### config.mk
export PLATFORM = sky130hd
export DESIGN_NAME = sram_bulk_sequencer_flat
export DESIGN_NICKNAME = d
export VERILOG_FILES = /design/src/rtl/sram_bulk_sequencer_if.sv /design/src/rtl/sram_bulk_sequencer.sv /design/src/flat_wrapper.sv
export SDC_FILE = /design/constraint.sdc
export NUM_CORES = 1
export LEC_CHECK = 0
export CORE_MARGIN = 4
export CORE_UTILIZATION = 52
export DETAILED_ROUTE_END_ITERATION = 8
export GPL_ROUTABILITY_DRIVEN = 0
export PLACE_DENSITY = 0.79
export SLEW_MARGIN = 20
export SYNTH_ARGS = -nofsm -noshare
export SYNTH_HDL_FRONTEND = slang
export SYNTH_SLANG_ARGS = --single-unit
### constraint.sdc
create_clock -name clk -period 3.7 [get_ports clk]
set_clock_uncertainty 0.05 [all_clocks]
set_input_delay 0.37 -clock clk [delete_from_list [all_inputs] [get_ports clk]]
set_output_delay 0.37 -clock clk [all_outputs]
set_load 0.02 [all_outputs]
### src/rtl/sram_bulk_sequencer_if.sv
// Host-side bundle for the SRAM bulk sequencer: the command handshake,
// the abort request, the write-byte handshake, the read-FIFO drain port
// and the busy flag.
//   slave  : the sequencer (takes commands, produces read bytes)
//   master : the host register decoder
interface sram_bulk_sequencer_if #(
  parameter int unsigned ADDR_W = 15,
  parameter int unsigned DATA_W = 8
);
  logic              cmd_valid;
  logic              cmd_ready;
  logic              cmd_write;
  logic [ADDR_W-1:0] cmd_addr;
  logic [15:0]       cmd_count;
  logic              abort;
  logic [DATA_W-1:0] wr_data;
  logic              wr_valid;
  logic              wr_ready;
  logic [DATA_W-1:0] rd_data;
  logic              rd_valid;
  logic              rd_ready;
  logic              busy;

  modport slave (
    input  cmd_valid, cmd_write, cmd_addr, cmd_count, abort,
    input  wr_data, wr_valid, rd_ready,
    output cmd_ready, wr_ready, rd_data, rd_valid, busy
  );

  modport master (
    output cmd_valid, cmd_write, cmd_addr, cmd_count, abort,
    output wr_data, wr_valid, rd_ready,
    input  cmd_ready, wr_ready, rd_data, rd_valid, busy
  );
endinterface

### src/rtl/sram_bulk_sequencer.sv
// Burst access engine for a 62256-class SRAM on the ZIF socket. Takes a
// read/write burst command from the host, auto-increments the address,
// generates /CE, /OE, /WE with a programmable strobe width and buffers read
// bytes in a small FIFO.
// Ports:
//   clk, rst          clock, synchronous active-high reset
//   host (slave)      command / abort / write-byte / read-FIFO / busy bundle
//   dut_addr          SRAM address pins
//   dut_dout          data driven onto DQ when dut_drive = 1
//   dut_drive         DQ output enable (1 = FPGA drives)
//   dut_din           DQ pins, sampled directly
//   dut_ce_n/oe_n/we_n active-low strobes
// wr_ready is a registered one-cycle acknowledge: it is high in the cycle
// after the byte was taken (first strobe cycle), telling the host to advance.
module sram_bulk_sequencer #(
  parameter int unsigned ADDR_W     = 15,
  parameter int unsigned DATA_W     = 8,
  parameter int unsigned STROBE_CYC = 4,
  parameter int unsigned RD_DEPTH   = 4
) (
  input  logic                 clk,
  input  logic                 rst,
  sram_bulk_sequencer_if.slave host,
  output logic [ADDR_W-1:0]    dut_addr,
  output logic [DATA_W-1:0]    dut_dout,
  output logic                 dut_drive,
  input  logic [DATA_W-1:0]    dut_din,
  output logic                 dut_ce_n,
  output logic                 dut_oe_n,
  output logic                 dut_we_n
);

  localparam int unsigned CNT_W  = 16;
  localparam int unsigned STRB_W = 8;
  localparam int unsigned PTR_W  = $clog2(RD_DEPTH);
  localparam int unsigned FCNT_W = PTR_W + 1;

  typedef enum logic [1:0] {ST_IDLE, ST_SETUP, ST_STROBE, ST_RECOVER} state_e;

  state_e              state_q, state_d;
  logic [ADDR_W-1:0]   addr_q, addr_d;
  logic [DATA_W-1:0]   dout_q, dout_d;
  logic                drive_q, drive_d;
  logic                ce_n_q, ce_n_d;
  logic                oe_n_q, oe_n_d;
  logic                we_n_q, we_n_d;
  logic                write_q, write_d;
  logic [CNT_W-1:0]    remain_q, remain_d;
  logic [STRB_W-1:0]   strb_q, strb_d;
  logic                cmd_ready_q, cmd_ready_d;
  logic                busy_q, busy_d;
  logic                wr_ready_q, wr_ready_d;

  logic [DATA_W-1:0]   mem_q [RD_DEPTH];
  logic [PTR_W-1:0]    wptr_q, wptr_d;
  logic [PTR_W-1:0]    rptr_q, rptr_d;
  logic [FCNT_W-1:0]   fcnt_q, fcnt_d;
  logic                rd_valid_q, rd_valid_d;
  logic [DATA_W-1:0]   rd_data_q, rd_data_d;
  logic                push, pop;

  // State register
  always_ff @(posedge clk) begin
    if (rst) state_q <= ST_IDLE;
    else     state_q <= state_d;
  end

  // Next-state, strobe and FIFO control
  always_comb begin
    state_d     = state_q;
    addr_d      = addr_q;
    dout_d      = dout_q;
    drive_d     = drive_q;
    ce_n_d      = ce_n_q;
    oe_n_d      = oe_n_q;
    we_n_d      = we_n_q;
    write_d     = write_q;
    remain_d    = remain_q;
    strb_d      = strb_q;
    wr_ready_d  = 1'b0;
    push        = 1'b0;
    pop         = host.rd_ready && (fcnt_q != '0);

    if (state_q != ST_IDLE && host.abort) begin
      // Abort drops the byte in flight; FIFO contents survive
      state_d = ST_IDLE;
      ce_n_d  = 1'b1;
      oe_n_d  = 1'b1;
      we_n_d  = 1'b1;
      drive_d = 1'b0;
    end else begin
      unique case (state_q)
        ST_IDLE: begin
          if (host.cmd_valid && cmd_ready_q && host.cmd_count != '0) begin
            addr_d   = host.cmd_addr;
            remain_d = host.cmd_count;
            write_d  = host.cmd_write;
            ce_n_d   = 1'b0;
            state_d  = ST_SETUP;
          end
        end
        ST_SETUP: begin
          if (write_q) begin
            if (host.wr_valid) begin
              dout_d     = host.wr_data;
              drive_d    = 1'b1;
              wr_ready_d = 1'b1;
              we_n_d     = 1'b0;
              strb_d     = STRB_W'(STROBE_CYC - 1);
              state_d    = ST_STROBE;
            end
          end else if (fcnt_q < FCNT_W'(RD_DEPTH)) begin
            // Registered count only, so a full FIFO can never be pushed
            oe_n_d  = 1'b0;
            strb_d  = STRB_W'(STROBE_CYC - 1);
            state_d = ST_STROBE;
          end
        end
        ST_STROBE: begin
          if (strb_q == '0) begin
            oe_n_d  = 1'b1;
            we_n_d  = 1'b1;
            push    = !write_q;
            state_d = ST_RECOVER;
          end else begin
            strb_d = strb_q - STRB_W'(1);
          end
        end
        ST_RECOVER: begin
          addr_d   = addr_q + ADDR_W'(1);
          remain_d = remain_q - CNT_W'(1);
          drive_d  = 1'b0;
          if (remain_q == CNT_W'(1)) begin
            ce_n_d  = 1'b1;
            state_d = ST_IDLE;
          end else begin
            state_d = ST_SETUP;
          end
        end
        default: state_d = ST_IDLE;
      endcase
    end

    cmd_ready_d = (state_d == ST_IDLE);
    busy_d      = (state_d != ST_IDLE);

    wptr_d     = wptr_q + PTR_W'(push);
    rptr_d     = rptr_q + PTR_W'(pop);
    fcnt_d     = fcnt_q + FCNT_W'(push) - FCNT_W'(pop);
    rd_valid_d = (fcnt_d != '0);
    // Head after this edge: the incoming byte if the FIFO would otherwise be empty
    rd_data_d  = (push && (wptr_q == rptr_d)) ? dut_din : mem_q[rptr_d];
  end

  // Datapath and output registers
  always_ff @(posedge clk) begin
    if (rst) begin
      addr_q      <= '0;
      dout_q      <= '0;
      drive_q     <= 1'b0;
      ce_n_q      <= 1'b1;
      oe_n_q      <= 1'b1;
      we_n_q      <= 1'b1;
      write_q     <= 1'b0;
      remain_q    <= '0;
      strb_q      <= '0;
      cmd_ready_q <= 1'b1;
      busy_q      <= 1'b0;
      wr_ready_q  <= 1'b0;
      wptr_q      <= '0;
      rptr_q      <= '0;
      fcnt_q      <= '0;
      rd_valid_q  <= 1'b0;
      rd_data_q   <= '0;
    end else begin
      addr_q      <= addr_d;
      dout_q      <= dout_d;
      drive_q     <= drive_d;
      ce_n_q      <= ce_n_d;
      oe_n_q      <= oe_n_d;
      we_n_q      <= we_n_d;
      write_q     <= write_d;
      remain_q    <= remain_d;
      strb_q      <= strb_d;
      cmd_ready_q <= cmd_ready_d;
      busy_q      <= busy_d;
      wr_ready_q  <= wr_ready_d;
      wptr_q      <= wptr_d;
      rptr_q      <= rptr_d;
      fcnt_q      <= fcnt_d;
      rd_valid_q  <= rd_valid_d;
      rd_data_q   <= rd_data_d;
    end
  end

  // Read FIFO storage (no reset needed, guarded by the count)
  always_ff @(posedge clk) begin
    if (push) mem_q[wptr_q] <= dut_din;
  end

  assign host.cmd_ready = cmd_ready_q;
  assign host.busy      = busy_q;
  assign host.wr_ready  = wr_ready_q;
  assign host.rd_valid  = rd_valid_q;
  assign host.rd_data   = rd_data_q;
  assign dut_addr       = addr_q;
  assign dut_dout       = dout_q;
  assign dut_drive      = drive_q;
  assign dut_ce_n       = ce_n_q;
  assign dut_oe_n       = oe_n_q;
  assign dut_we_n       = we_n_q;

endmodule
### src/flat_wrapper.sv
// flat-port wrapper written by rule: the top's interface ports become plain ports
module sram_bulk_sequencer_flat 
#(
  parameter int unsigned ADDR_W     = 15,
  parameter int unsigned DATA_W     = 8,
  parameter int unsigned STROBE_CYC = 4,
  parameter int unsigned RD_DEPTH   = 4
)
  (clk, rst, dut_addr, dut_dout, dut_drive, dut_din, dut_ce_n, dut_oe_n, dut_we_n, host_cmd_valid, host_cmd_write, host_cmd_addr, host_cmd_count, host_abort, host_wr_data, host_wr_valid, host_rd_ready, host_cmd_ready, host_wr_ready, host_rd_data, host_rd_valid, host_busy);
  sram_bulk_sequencer_if #(.ADDR_W(ADDR_W), .DATA_W(DATA_W)) host_i ();
  input  logic clk;
  input  logic rst;
  output logic [ADDR_W-1:0] dut_addr;
  output logic [DATA_W-1:0] dut_dout;
  output logic dut_drive;
  input  logic [DATA_W-1:0] dut_din;
  output logic dut_ce_n;
  output logic dut_oe_n;
  output logic dut_we_n;
  input wire logic [$bits(host_i.cmd_valid)-1:0] host_cmd_valid;
  input wire logic [$bits(host_i.cmd_write)-1:0] host_cmd_write;
  input wire logic [$bits(host_i.cmd_addr)-1:0] host_cmd_addr;
  input wire logic [$bits(host_i.cmd_count)-1:0] host_cmd_count;
  input wire logic [$bits(host_i.abort)-1:0] host_abort;
  input wire logic [$bits(host_i.wr_data)-1:0] host_wr_data;
  input wire logic [$bits(host_i.wr_valid)-1:0] host_wr_valid;
  input wire logic [$bits(host_i.rd_ready)-1:0] host_rd_ready;
  output wire logic [$bits(host_i.cmd_ready)-1:0] host_cmd_ready;
  output wire logic [$bits(host_i.wr_ready)-1:0] host_wr_ready;
  output wire logic [$bits(host_i.rd_data)-1:0] host_rd_data;
  output wire logic [$bits(host_i.rd_valid)-1:0] host_rd_valid;
  output wire logic [$bits(host_i.busy)-1:0] host_busy;
  assign host_i.cmd_valid = host_cmd_valid;
  assign host_i.cmd_write = host_cmd_write;
  assign host_i.cmd_addr = host_cmd_addr;
  assign host_i.cmd_count = host_cmd_count;
  assign host_i.abort = host_abort;
  assign host_i.wr_data = host_wr_data;
  assign host_i.wr_valid = host_wr_valid;
  assign host_i.rd_ready = host_rd_ready;
  assign host_cmd_ready = host_i.cmd_ready;
  assign host_wr_ready = host_i.wr_ready;
  assign host_rd_data = host_i.rd_data;
  assign host_rd_valid = host_i.rd_valid;
  assign host_busy = host_i.busy;
  sram_bulk_sequencer #(.ADDR_W(ADDR_W), .DATA_W(DATA_W), .STROBE_CYC(STROBE_CYC), .RD_DEPTH(RD_DEPTH)) u_core (.clk(clk), .rst(rst), .host(host_i), .dut_addr(dut_addr), .dut_dout(dut_dout), .dut_drive(dut_drive), .dut_din(dut_din), .dut_ce_n(dut_ce_n), .dut_oe_n(dut_oe_n), .dut_we_n(dut_we_n));
endmodule
==> metrics.md, run 1 <==
| Metric | Value |
|---|---|
| Status | finished clean |
| Overall global routing resource usage | 21.80% |
| Final std cell area, no fill | 6294 sq um |
| Peak supply drop | 0.4412 mV |
| Chip width | 106.5 um |
| Hold Violations, Final | 0 |
| Leak Pwr | 2.216 nW |
| Post-synthesis sequential area ratio | 48.03% |
| Met3 GRT Util | 5.343% |
| WP buf/inv | 1 |
| R2r endpoint | u_core.host.rd_valid |
| GRT met2 Usage | 36.29% |
| Post-synthesis async set-or-reset flop share | 0% |
| Ys Warns | 0 |
| Post-cts sizing count | 0 |
| Commonest cells post-synth | dfxtp_1 (73), nor2_1 (53), a21oi_1 (44), o21ai_0 (35), edfxtp_1 (32) |
| Syn Area/Cell | 9.889 sq um |
| Max Clk Rate | 350.3 MHz |
| Primary FF master, synth | dfxtp_1 |
| R2R setup slack | 0.85 ns |
| Core area | 9328 sq um |
| FF/Latch Area | 2422 sq um |
| Vias/cell | 5.898 |
| Critical path origin | u_core.state_q[0] |
| Final setup viols | 0 |
| Crit path max fanout | 11 |
| Num ports | 93 |
| Crit Path Class | reg2reg |
| Via count | 4,323 |
| RSZ-0062 raised after global routing | no |
| Final #Nets | 668 |
| Total grt overflow | 0 |
| Root Driver | clkbuf_8 |
| Post-route ant nets | 0 |
| Worst hold slack | 0.2453 ns |
| PortBufs | 92 |
| CP Launch Type | flip-flop |
| CTS tree | built |
| Top delay family on crit path | adder cells |
| Pins Over Slew Limit | 0 |
| Hold Path Cell Cnt | 3 |
| Synth area leaders | dfxtp_1 (29%), edfxtp_1 (19%), a21oi_1 (4.4%), nor2_1 (3.9%), mux2i_1 (3.8%) |
| N_diodes | 0 |
| Clk sink count | 105 |
| Detailed Routing Iterations Pass 1 | 5 |
| Hold buffers post-CTS | 0 |
| Number of synthesized flops with an enable pin | 32 |
| Worst setup EP type | flip-flop |
| PD cells | 662.8 nW/um^2 |
| Cells on worst reg2reg path | 10 |
| Postcts setup bufs | 0 |
| Pre-CTS WS | 0.8570 ns |
| WHS Endpoint | u_core.dut_we_n |
| DR iter-0 viols | 258 |
| Number of max-cap violations | 0 |
| Placed Area | 6110 sq um |
| Largest net degree at the start of global routing | 68 |
| Clock Path Buffers | 2 |
| Setup WS post-layout | 0.8455 ns |
| Area of the multi-input gates | 2475 sq um |
| DIE AREA | 11,340 sq um |
| Critical path arrival | 3.04 ns |
| GR peak layer | met2 |
| Worst slew margin | 34.49% |
| Hold Path Class | in2reg |
| Tmin final | 2.854 ns |
| Share of post-route cells with drive strength above 1 | 7.450% |
| Num rows | 35 |
| Setup TNS | 0 ns |
| Hold path startpoint | rst |
| Avg WL per Cell | 16.66 um |
| Worst skew pair latency | 0.38 ns |
| WL final | 12,210 um |
| Crit-path slowest cell | dfxtp_1 |
| M1 GR Usage | 28.68% |
| Global-route wire length before repair | 20,000 um |
| Worst R2R Start | u_core.state_q[0] |
| Vias in the first global route | 4,147 |
| Syn Std Cell Area | 5044 sq um |
| Antenna violations before repair | 0 |
| Post-DP HPWL | 8642 um |
| CTS buffer count | 9 |
| Post-Syn Instances | 510 |
| Synth-to-layout area growth | 24.78% |
| Area share of the largest cell type after synthesis | 28.98% |
| Layout fillers | 755 |
| Initial Util | 54.07% |
| Synth Register Bits | 105 |
| Cell Chain, Critical Path | inv_1 -> ha_1 -> nor2b_1 -> or3_1 -> nor2_1 -> ha_1 -> fa_1 -> xnor2_1 -> xnor2_1 -> a21oi_1 |
| Worst-margin pin slew | 0.9791 ns |
| Clk pin slew, worst setup/hold paths | 0.10 ns |
| Drt drc | 0 |
| Die Ht | 106.5 um |
| Distinct cell type count after synthesis | 58 |
| Fin crit share | 77.15% |
| Critical Path RT | 3.88 ns |
| Largest stage delay, worst path | 0.40 ns |
| Library cell with the highest instance count after synthesis | dfxtp_1 |
| H-Tree Depth | 3 |
| Post-synth top area cell | dfxtp_1 |
| Post-synth net total | 579 |
-- how the worst max path moves through the flow --
stage / cells past startpoint / slack [ns] / end
after floorplan: 5 / 1.10 / u_core.mem_q[1][0]
after global placement: 9 / 0.98 / u_core.host.rd_valid
after detailed placement: 9 / 0.86 / u_core.host.rd_valid
after CTS: 10 / 0.86 / u_core.host.rd_valid
after global routing: 10 / 0.59 / u_core.host.rd_valid
final: 10 / 0.85 / u_core.host.rd_valid
-- worst register-to-register path, stage by stage, from the launching register on --
cell     delay, ns
dfxtp_1       0.40
inv_1         0.14
ha_1          0.35
nor2b_1       0.35
or3_1         0.27
nor2_1        0.12
ha_1          0.23
fa_1          0.37
xnor2_1       0.19
xnor2_1       0.16
a21oi_1       0.08
-- cell type report --
cell class                 instances  area share (%)
multi-input combinational        365           39.32
tap                              129           2.565
clock buffer                      10           2.028
sequential                       105           38.49
clock inverter                     6          0.8946
inverter                          16          0.9543
timing repair buffer             102           15.75
-- layout by cell type (no fill, tap or decap), types with 9 or more instances in the layout --
master | Yosys | routed
nor2_1 | 53 | 53
a21oi_1 | 44 | 44
clkdlybuf4s50_1 | 0 | 91
nand3_1 | 16 | 16
buf_4 | 0 | 10
o21ai_0 | 35 | 35
nor2b_1 | 14 | 14
nor4_1 | 9 | 9
nor3_1 | 12 | 12
edfxtp_1 | 32 | 32
mux2i_1 | 19 | 19
dfxtp_1 | 73 | 73
ha_1 | 14 | 14
inv_1 | 16 | 16
clkbuf_8 | 0 | 9
nand2_1 | 20 | 20
-- state kept, by name (all words and copies together), names as in the netlist --
name	flops
u_core.dut_oe_n	1
u_core.write_q	1
u_core.dut_addr	15
u_core.fcnt_q	3
u_core.host.busy	1
u_core.dut_drive	1
u_core.strb_q	8
u_core.dut_dout	8
u_core.wptr_q	2
u_core.mem_q	32
u_core.host.rd_valid	1
u_core.host.wr_ready	1
u_core.remain_q	16
u_core.host.rd_data	8
u_core.dut_we_n	1
u_core.rptr_q	2
u_core.state_q	2
u_core.host.cmd_ready	1
u_core.dut_ce_n	1
-- routing by layer --
metal  up-vias  part of all wire [%]
li1       2085                     -
met1      2065                    44
met2       161                    49
met3        12                   6.4
met4         0                   1.0
met5         -                     0
-- report_power, final --
group | internal, mW | leakage, nW | total, mW | switching [mW]
clock | 0.262 | 0.0917 | 0.687 | 0.424
combinational | 0.840 | 1.24 | 1.88 | 1.04
sequential | 1.41 | 0.886 | 1.61 | 0.200
-- metrics by stage --
stage	power [mW]	std cells	util, %
after floorplan	2.889	510	-
after global placement	3.429	717	65.50
after detailed placement	3.498	717	65.50
after CTS	4.187	733	67.47
after global routing	4.453	733	67.47
final	4.171	733	67.47
-- cell families after synthesis --
family,count (synthesis),share of synthesized area [%]
DFF,105,48.03
xor gates and xnor gates,11,1.910
buffers and inverters,40,2.977
and+or+nand+nor,181,19.82
AOI/OAI and AO/OA,129,15.60
adders and majority gates,15,3.870
muxes,29,7.789
No activity file was read; power rests on OpenSTA's default activity.
==> inputs of run 2 (changes only) <==
--- a/config.mk
+++ b/config.mk
@@ -6,10 +6,10 @@
 export NUM_CORES = 1
 export LEC_CHECK = 0
 export CORE_MARGIN = 4
-export CORE_UTILIZATION = 52
+export CORE_UTILIZATION = 47
 export DETAILED_ROUTE_END_ITERATION = 8
 export GPL_ROUTABILITY_DRIVEN = 0
-export PLACE_DENSITY = 0.79
+export PLACE_DENSITY = 0.76
 export SLEW_MARGIN = 20
 export SYNTH_ARGS = -nofsm -noshare
 export SYNTH_HDL_FRONTEND = slang
==> constraint.sdc (replaced) <==
create_clock -name clk -period 2.31 [get_ports clk]
set_clock_uncertainty 0.05 [all_clocks]
set_input_delay 0.231 -clock clk [delete_from_list [all_inputs] [get_ports clk]]
set_output_delay 0.231 -clock clk [all_outputs]
set_load 0.02 [all_outputs]
==> run 2 against run 1 <==
  * Maximum frequency is 30% higher
  * Sequential cell count unchanged
  * First-iteration DRC count decreased by 11%
  * Utilization down 2.9 points
  * Non-clock buffer count rose by 31
  * Via count grew 1.7%
  * Final cell count rose by 5.2%
  * Setup slack got worse by 0.73 ns
  * Critical endpoint is now u_core.host.rd_data[5]
  * Largest power group unchanged
==> metrics.md, run 2 (same netlist as run 1, synthesis figures left out) <==
| Metric | Value |
|---|---|
| Setup WS post-layout | 0.1147 ns |
| Final setup viols | 0 |
| Hold buffers post-CTS | 0 |
| Max Clk Rate | 455.5 MHz |
| Stages on worst setup path | 8 |
| Detailed Routing Iterations Pass 1 | 4 |
| Die Ht | 111.6 um |
| Leak Pwr | 2.413 nW |
| Overall global routing resource usage | 20.16% |
| Crit-path slowest cell | dfxtp_1 |
| RSZ-0062 raised after global routing | no |
| Vias/cell | 5.703 |
| Sw Ratio | 39.16% |
| PortBufs | 92 |
| Core area | 10,370 sq um |
| Peak supply drop | 0.4895 mV |
| Max reg flops | 32 |
| Via count | 4,397 |
| Final #Nets | 699 |
| WP buf/inv | 1 |
| Cells on worst reg2reg path | 8 |
| Cell Chain, Critical Path | o31a_1 -> ha_1 -> xor2_4 -> xor2_1 -> nor4_4 -> buf_12 -> mux2i_1 -> nor2_1 |
| CTS buffer count | 9 |
| Total grt overflow | 0 |
| Postcts setup bufs | 0 |
| Logic pwr share | 47.7% |
| Pre-CTS WS | -0.07601 ns |
| Drt drc | 0 |
| Most frequent cells in the layout | clkdlybuf4s50_1 (91), dfxtp_1 (71), nor2_1 (52) |
| Post-route ant nets | 0 |
| Num rows | 37 |
| Synth-to-layout area growth | 32.70% |
| R2R setup slack | 0.11 ns |
| Psw | 2.830 mW |
| Pwr Total | 7.227 mW |
| Largest net degree at the start of global routing | 68 |
| Clock Path Buffers | 2 |
| WL final | 12,440 um |
| Layout fillers | 858 |
| Chip width | 111.6 um |
| Clk pwr share | 16.8% |
| DR iter-0 viols | 230 |
| Worst Setup EP | u_core.host.rd_data[5] |
| Worst slew margin | 52.43% |
| Antenna violations before repair | 0 |
| Fin util | 64.54% |
| Fin crit share | 95.03% |
| Clk sink count | 105 |
| Int Pwr | 4.397 mW |
| Crit path max fanout | 8 |
| Worst setup EP type | flip-flop |
| Share of post-route cells with drive strength above 1 | 14.02% |
| PD cells | 1080 nW/um^2 |
| Top delay family on crit path | simple AND/OR/NAND/NOR gates |
| R2r endpoint | u_core.host.rd_data[5] |
| Placed cell count | 755 |
| Global-route wire length before repair | 20,940 um |
| Critical path arrival | 2.40 ns |
| Worst R2R Start | u_core.fcnt_q[1] |
| Pins Over Slew Limit | 0 |
| CTS tree | built |
| Crit Path Class | reg2reg |
| Hold Path Class | in2reg |
| Avg WL per Cell | 16.13 um |
| Initial Util | 48.64% |
| Largest stage delay, worst path | 0.35 ns |
| CP Launch Type | flip-flop |
| Status | finished clean |
| Largest Register | u_core.mem_q |
| Clk pin slew, worst setup/hold paths | 0.11 ns |
| Critical Path RT | 2.52 ns |
| DIE AREA | 12,450 sq um |
| Vias in the first global route | 4,400 |
| Tmin final | 2.195 ns |
| Num ports | 93 |
| Critical path origin | u_core.fcnt_q[1] |
| Number of max-cap violations | 0 |
| Hold Violations, Final | 0 |
| Worst-margin pin slew | 0.7135 ns |
| Seq pwr share | 35.5% |
| Worst skew pair latency | 0.38 ns |
| N_diodes | 0 |
| Final Non-Filler Cells | 771 |
| Commonest non-fill, non-tap cell in the layout | clkdlybuf4s50_1 |
| H-Tree Depth | 3 |
| Root Driver | clkbuf_8 |
| Post-DP HPWL | 8849 um |
[run 2: changes by cell type in the layout (fill, tap and decap cells not counted), sizes merged]
cell | before | now
buf | 11 | 42
clkinv | 0 | 3
clkbuf | 10 | 9
clkinvlp | 1 | 0
inv | 21 | 20
[run 2: per-stage QoR]
stage / hold WS (ns) / setup TNS, ns / area, sq um
floorplan: 0.2799 / -0.06409 / 5084
global placement: 0.4196 / -0.01496 / 6452
detailed placement: 0.4378 / -0.6877 / 6452
CTS: 0.1153 / 0 / 6670
global route: 0.1361 / 0 / 6693
finish: 0.1167 / 0 / 6693
[run 2: layout make-up]
| cell class | instances | area [sq um] | share of cell area, % |
|---|---|---|---|
| Multi-Input combinational cell | 365 | 2534 | 37.86 |
| Sequential cell | 105 | 2425 | 36.23 |
| Timing Repair Buffer | 133 | 1286 | 19.22 |
| Tap cell | 136 | 170.2 | 2.543 |
| Clock buffer | 9 | 123.9 | 1.851 |
| Clock inverter | 7 | 93.84 | 1.402 |
| Inverter | 16 | 60.06 | 0.8974 |
[run 2: how the worst min path moves through the flow]
stage / from / to / slack (ns) / cells past startpoint
detailed placement: u_core.dut_ce_n / u_core.dut_ce_n / 0.44 / 2
finish: rst / u_core.dut_oe_n / 0.12 / 3
global placement: u_core.remain_q[15] / u_core.remain_q[15] / 0.42 / 2
global route: rst / u_core.dut_oe_n / 0.14 / 3
CTS: rst / u_core.dut_we_n / 0.12 / 3
floorplan: dut_din[0] / u_core.mem_q[0][0] / 0.28 / 0
[run 2: layer usage]
| metal | vias to the layer above | global-route usage, % | share of wire, % |
|---|---|---|---|
| met5 | - | 0 | 0 |
| li1 | 2138 | - | - |
| met4 | 0 | 7.543 | 2.1 |
| met3 | 22 | 3.696 | 5.3 |
| met2 | 155 | 33.57 | 49 |
| met1 | 2082 | 26.26 | 43 |
[run 2: what timing repair did]
item                       4_1_cts  5_1_grt
setup endpoints to repair        0        4
hold endpoints to repair         0        0
gates resized for setup          0        7
[run 2: worst reg2reg max path, stage by stage, from the launching register on]
cell	delay, ns
dfxtp_1	0.35
o31a_1	0.33
ha_1	0.24
xor2_4	0.17
xor2_1	0.17
nor4_4	0.33
buf_12	0.18
mux2i_1	0.20
nor2_1	0.05
[run 2: power by group through the flow]
| stage | logic (mW) | registers [mW] | clock network (mW) |
|---|---|---|---|
| after floorplan | 1.92 | 2.74 | 0 |
| after global placement | 3.33 | 2.58 | 0 |
| after detailed placement | 3.42 | 2.59 | 0 |
| after CTS | 3.44 | 2.56 | 1.23 |
| after global routing | 3.80 | 2.62 | 1.32 |
| final | 3.45 | 2.57 | 1.21 |
==> inputs of run 3 (changes only) <==
--- a/config.mk
+++ b/config.mk
@@ -10,6 +10,7 @@
 export DETAILED_ROUTE_END_ITERATION = 8
 export GPL_ROUTABILITY_DRIVEN = 0
 export PLACE_DENSITY = 0.76
+export SETUP_SLACK_MARGIN = 0.05
 export SLEW_MARGIN = 20
 export SYNTH_ARGS = -nofsm -noshare
 export SYNTH_HDL_FRONTEND = slang
==> run 3 against run 2 <==
  * Sequential power barely moved
  * Design area hardly changed
  * Final cell count shrank 0.13%
  * Non-clock buffer count fell by 1
  * Die area unchanged
  * First-iteration DRC count shrank 22%
  * Largest cell class unchanged
  * Highest routed layer unchanged
==> metrics.md, run 3 (same netlist as run 1, synthesis figures left out) <==
| Metric | Value |
|---|---|
| Pins Over Slew Limit | 0 |
| DIE AREA | 12,450 sq um |
| Worst Setup EP | u_core.host.rd_valid |
| Final std cell area, no fill | 6698 sq um |
| Core area | 10,370 sq um |
| Final Non-Filler Cells | 770 |
| RSZ-0062 raised after global routing | no |
| Fin crit share | 93.64% |
| PortBufs | 92 |
| Cells on worst reg2reg path | 8 |
| Clk sink count | 105 |
| R2R setup slack | 0.15 ns |
| Final setup viols | 0 |
| Largest net degree at the start of global routing | 68 |
| Clk pin slew, worst setup/hold paths | 0.11 ns |
| Peak supply drop | 0.4374 mV |
| Worst setup EP type | flip-flop |
| Layout fillers | 856 |
| Die Ht | 111.6 um |
| Antenna violations before repair | 0 |
| Via count | 4,386 |
| Worst-margin pin slew | 0.7002 ns |
| Critical Path RT | 2.50 ns |
| Vias in the first global route | 4,290 |
| Num ports | 93 |
| Hold Violations, Final | 0 |
| Synth-to-layout area growth | 32.80% |
| Hold Path Cell Cnt | 3 |
| Critical path origin | u_core.fcnt_q[1] |
| Share of post-route cells with drive strength above 1 | 14.98% |
| CTS buffer count | 9 |
| Most frequent cells in the layout | clkdlybuf4s50_1 (91), dfxtp_1 (68), nor2_1 (52) |
| Crit Path Class | reg2reg |
| Max Clk Rate | 462.3 MHz |
| Placed Area | 6420 sq um |
| Tmin final | 2.163 ns |
| Avg WL per Cell | 15.90 um |
| Final #Nets | 698 |
| Setup TNS | 0 ns |
| N_diodes | 0 |
| Clock Path Buffers | 2 |
| Critical path arrival | 2.36 ns |
| WL final | 12,250 um |
| H-Tree Depth | 3 |
| Total grt overflow | 0 |
| Vias/cell | 5.696 |
| Hold buffers post-CTS | 0 |
| Global-route wire length before repair | 20,380 um |
| CP Launch Type | flip-flop |
| Post-route ant nets | 0 |
| Number of max-cap violations | 0 |
| Status | finished clean |
| Chip width | 111.6 um |
| Overall global routing resource usage | 19.56% |
| Hold Path Class | in2reg |
| R2r endpoint | u_core.host.rd_valid |
| CTS tree | built |
| Max reg flops | 32 |
| PD cells | 1076 nW/um^2 |
| Detailed Routing Iterations Pass 1 | 4 |
| Worst slew margin | 53.32% |
| Post-DP HPWL | 8766 um |
| Root Driver | clkbuf_8 |
| Placed cell count | 752 |
| Pwr Total | 7.209 mW |
| Initial Util | 48.64% |
| Num rows | 37 |
| Drt drc | 0 |
| DR iter-0 viols | 179 |
| Largest Register | u_core.mem_q |
| Worst R2R Start | u_core.fcnt_q[1] |
| Leak Pwr | 2.399 nW |
| Commonest non-fill, non-tap cell in the layout | clkdlybuf4s50_1 |
| Crit path max fanout | 3 |
| Worst skew pair latency | 0.38 ns |
## run 3: cell types whose count changed in the layout (fill, tap and decap cells not counted), moves of 2 or more
cell     before  now
ha_1         13   11
inv_1        16   14
dfxtp_2       2    4
dfxtp_1      71   68
## run 3: timing repair
item,4_1_cts,5_1_grt
cloned,0,0
buffers inserted,0,2
pin swaps,0,3
endpoints found under the setup margin,3,10
gates resized for setup,2,15
## run 3: through the flow
step / utilization (%) / hold WS [ns] / setup slack, ns
3_3_place_gp: 61.91 / 0.4114 / -0.002741
4_1_cts: 64.02 / 0.1276 / 0.05700
5_1_grt: 64.59 / 0.1564 / 0.05191
2_1_floorplan: - / 0.2799 / -0.008011
3_5_place_dp: 61.91 / 0.4342 / -0.08778
6_report: 64.59 / 0.1305 / 0.1469
## run 3: routing by layer
metal	track usage, %	vias to the layer above	wire [um]	part of all wire (%)
met1	24.27	2110	5360	44
li1	-	2137	-	-
met3	4.130	19	594	4.9
met5	0	-	0	0
met2	33.70	120	6047	49
met4	7.056	0	243	2.0
## run 3: how the worst min path moves through the flow
stage	from	endpoint	slack, ns
detailed placement	u_core.dut_ce_n	u_core.dut_ce_n	0.43
global route	rst	u_core.dut_oe_n	0.16
global placement	u_core.remain_q[15]	u_core.remain_q[15]	0.41
floorplan	dut_din[0]	u_core.mem_q[0][0]	0.28
finish	rst	u_core.dut_we_n	0.13
CTS	rst	u_core.dut_oe_n	0.13
## run 3: cell type report
class	instances	area, sq um	area share [%]
Clock buffer	9	123.9	1.849
Clock inverter	7	93.84	1.401
Inverter	16	62.56	0.9341
Multi-Input combinational cell	365	2550	38.07
Sequential cell	105	2431	36.30
Tap cell	136	170.2	2.541
Timing Repair Buffer	132	1266	18.91
## run 3: where the power goes
group	internal, mW	leakage, nW	total [mW]	switching (mW)
Sequential	2.26	0.888	2.58	0.317
Combinational	1.69	1.40	3.47	1.78
Clock	0.443	0.107	1.16	0.720
## run 3: critical path: stages (launching register included)
cell	delay, ns
dfxtp_2	0.35
o31a_1	0.32
ha_1	0.28
inv_1	0.04
ha_1	0.18
fa_2	0.34
xnor2_1	0.20
xnor2_1	0.17
a21oi_1	0.09
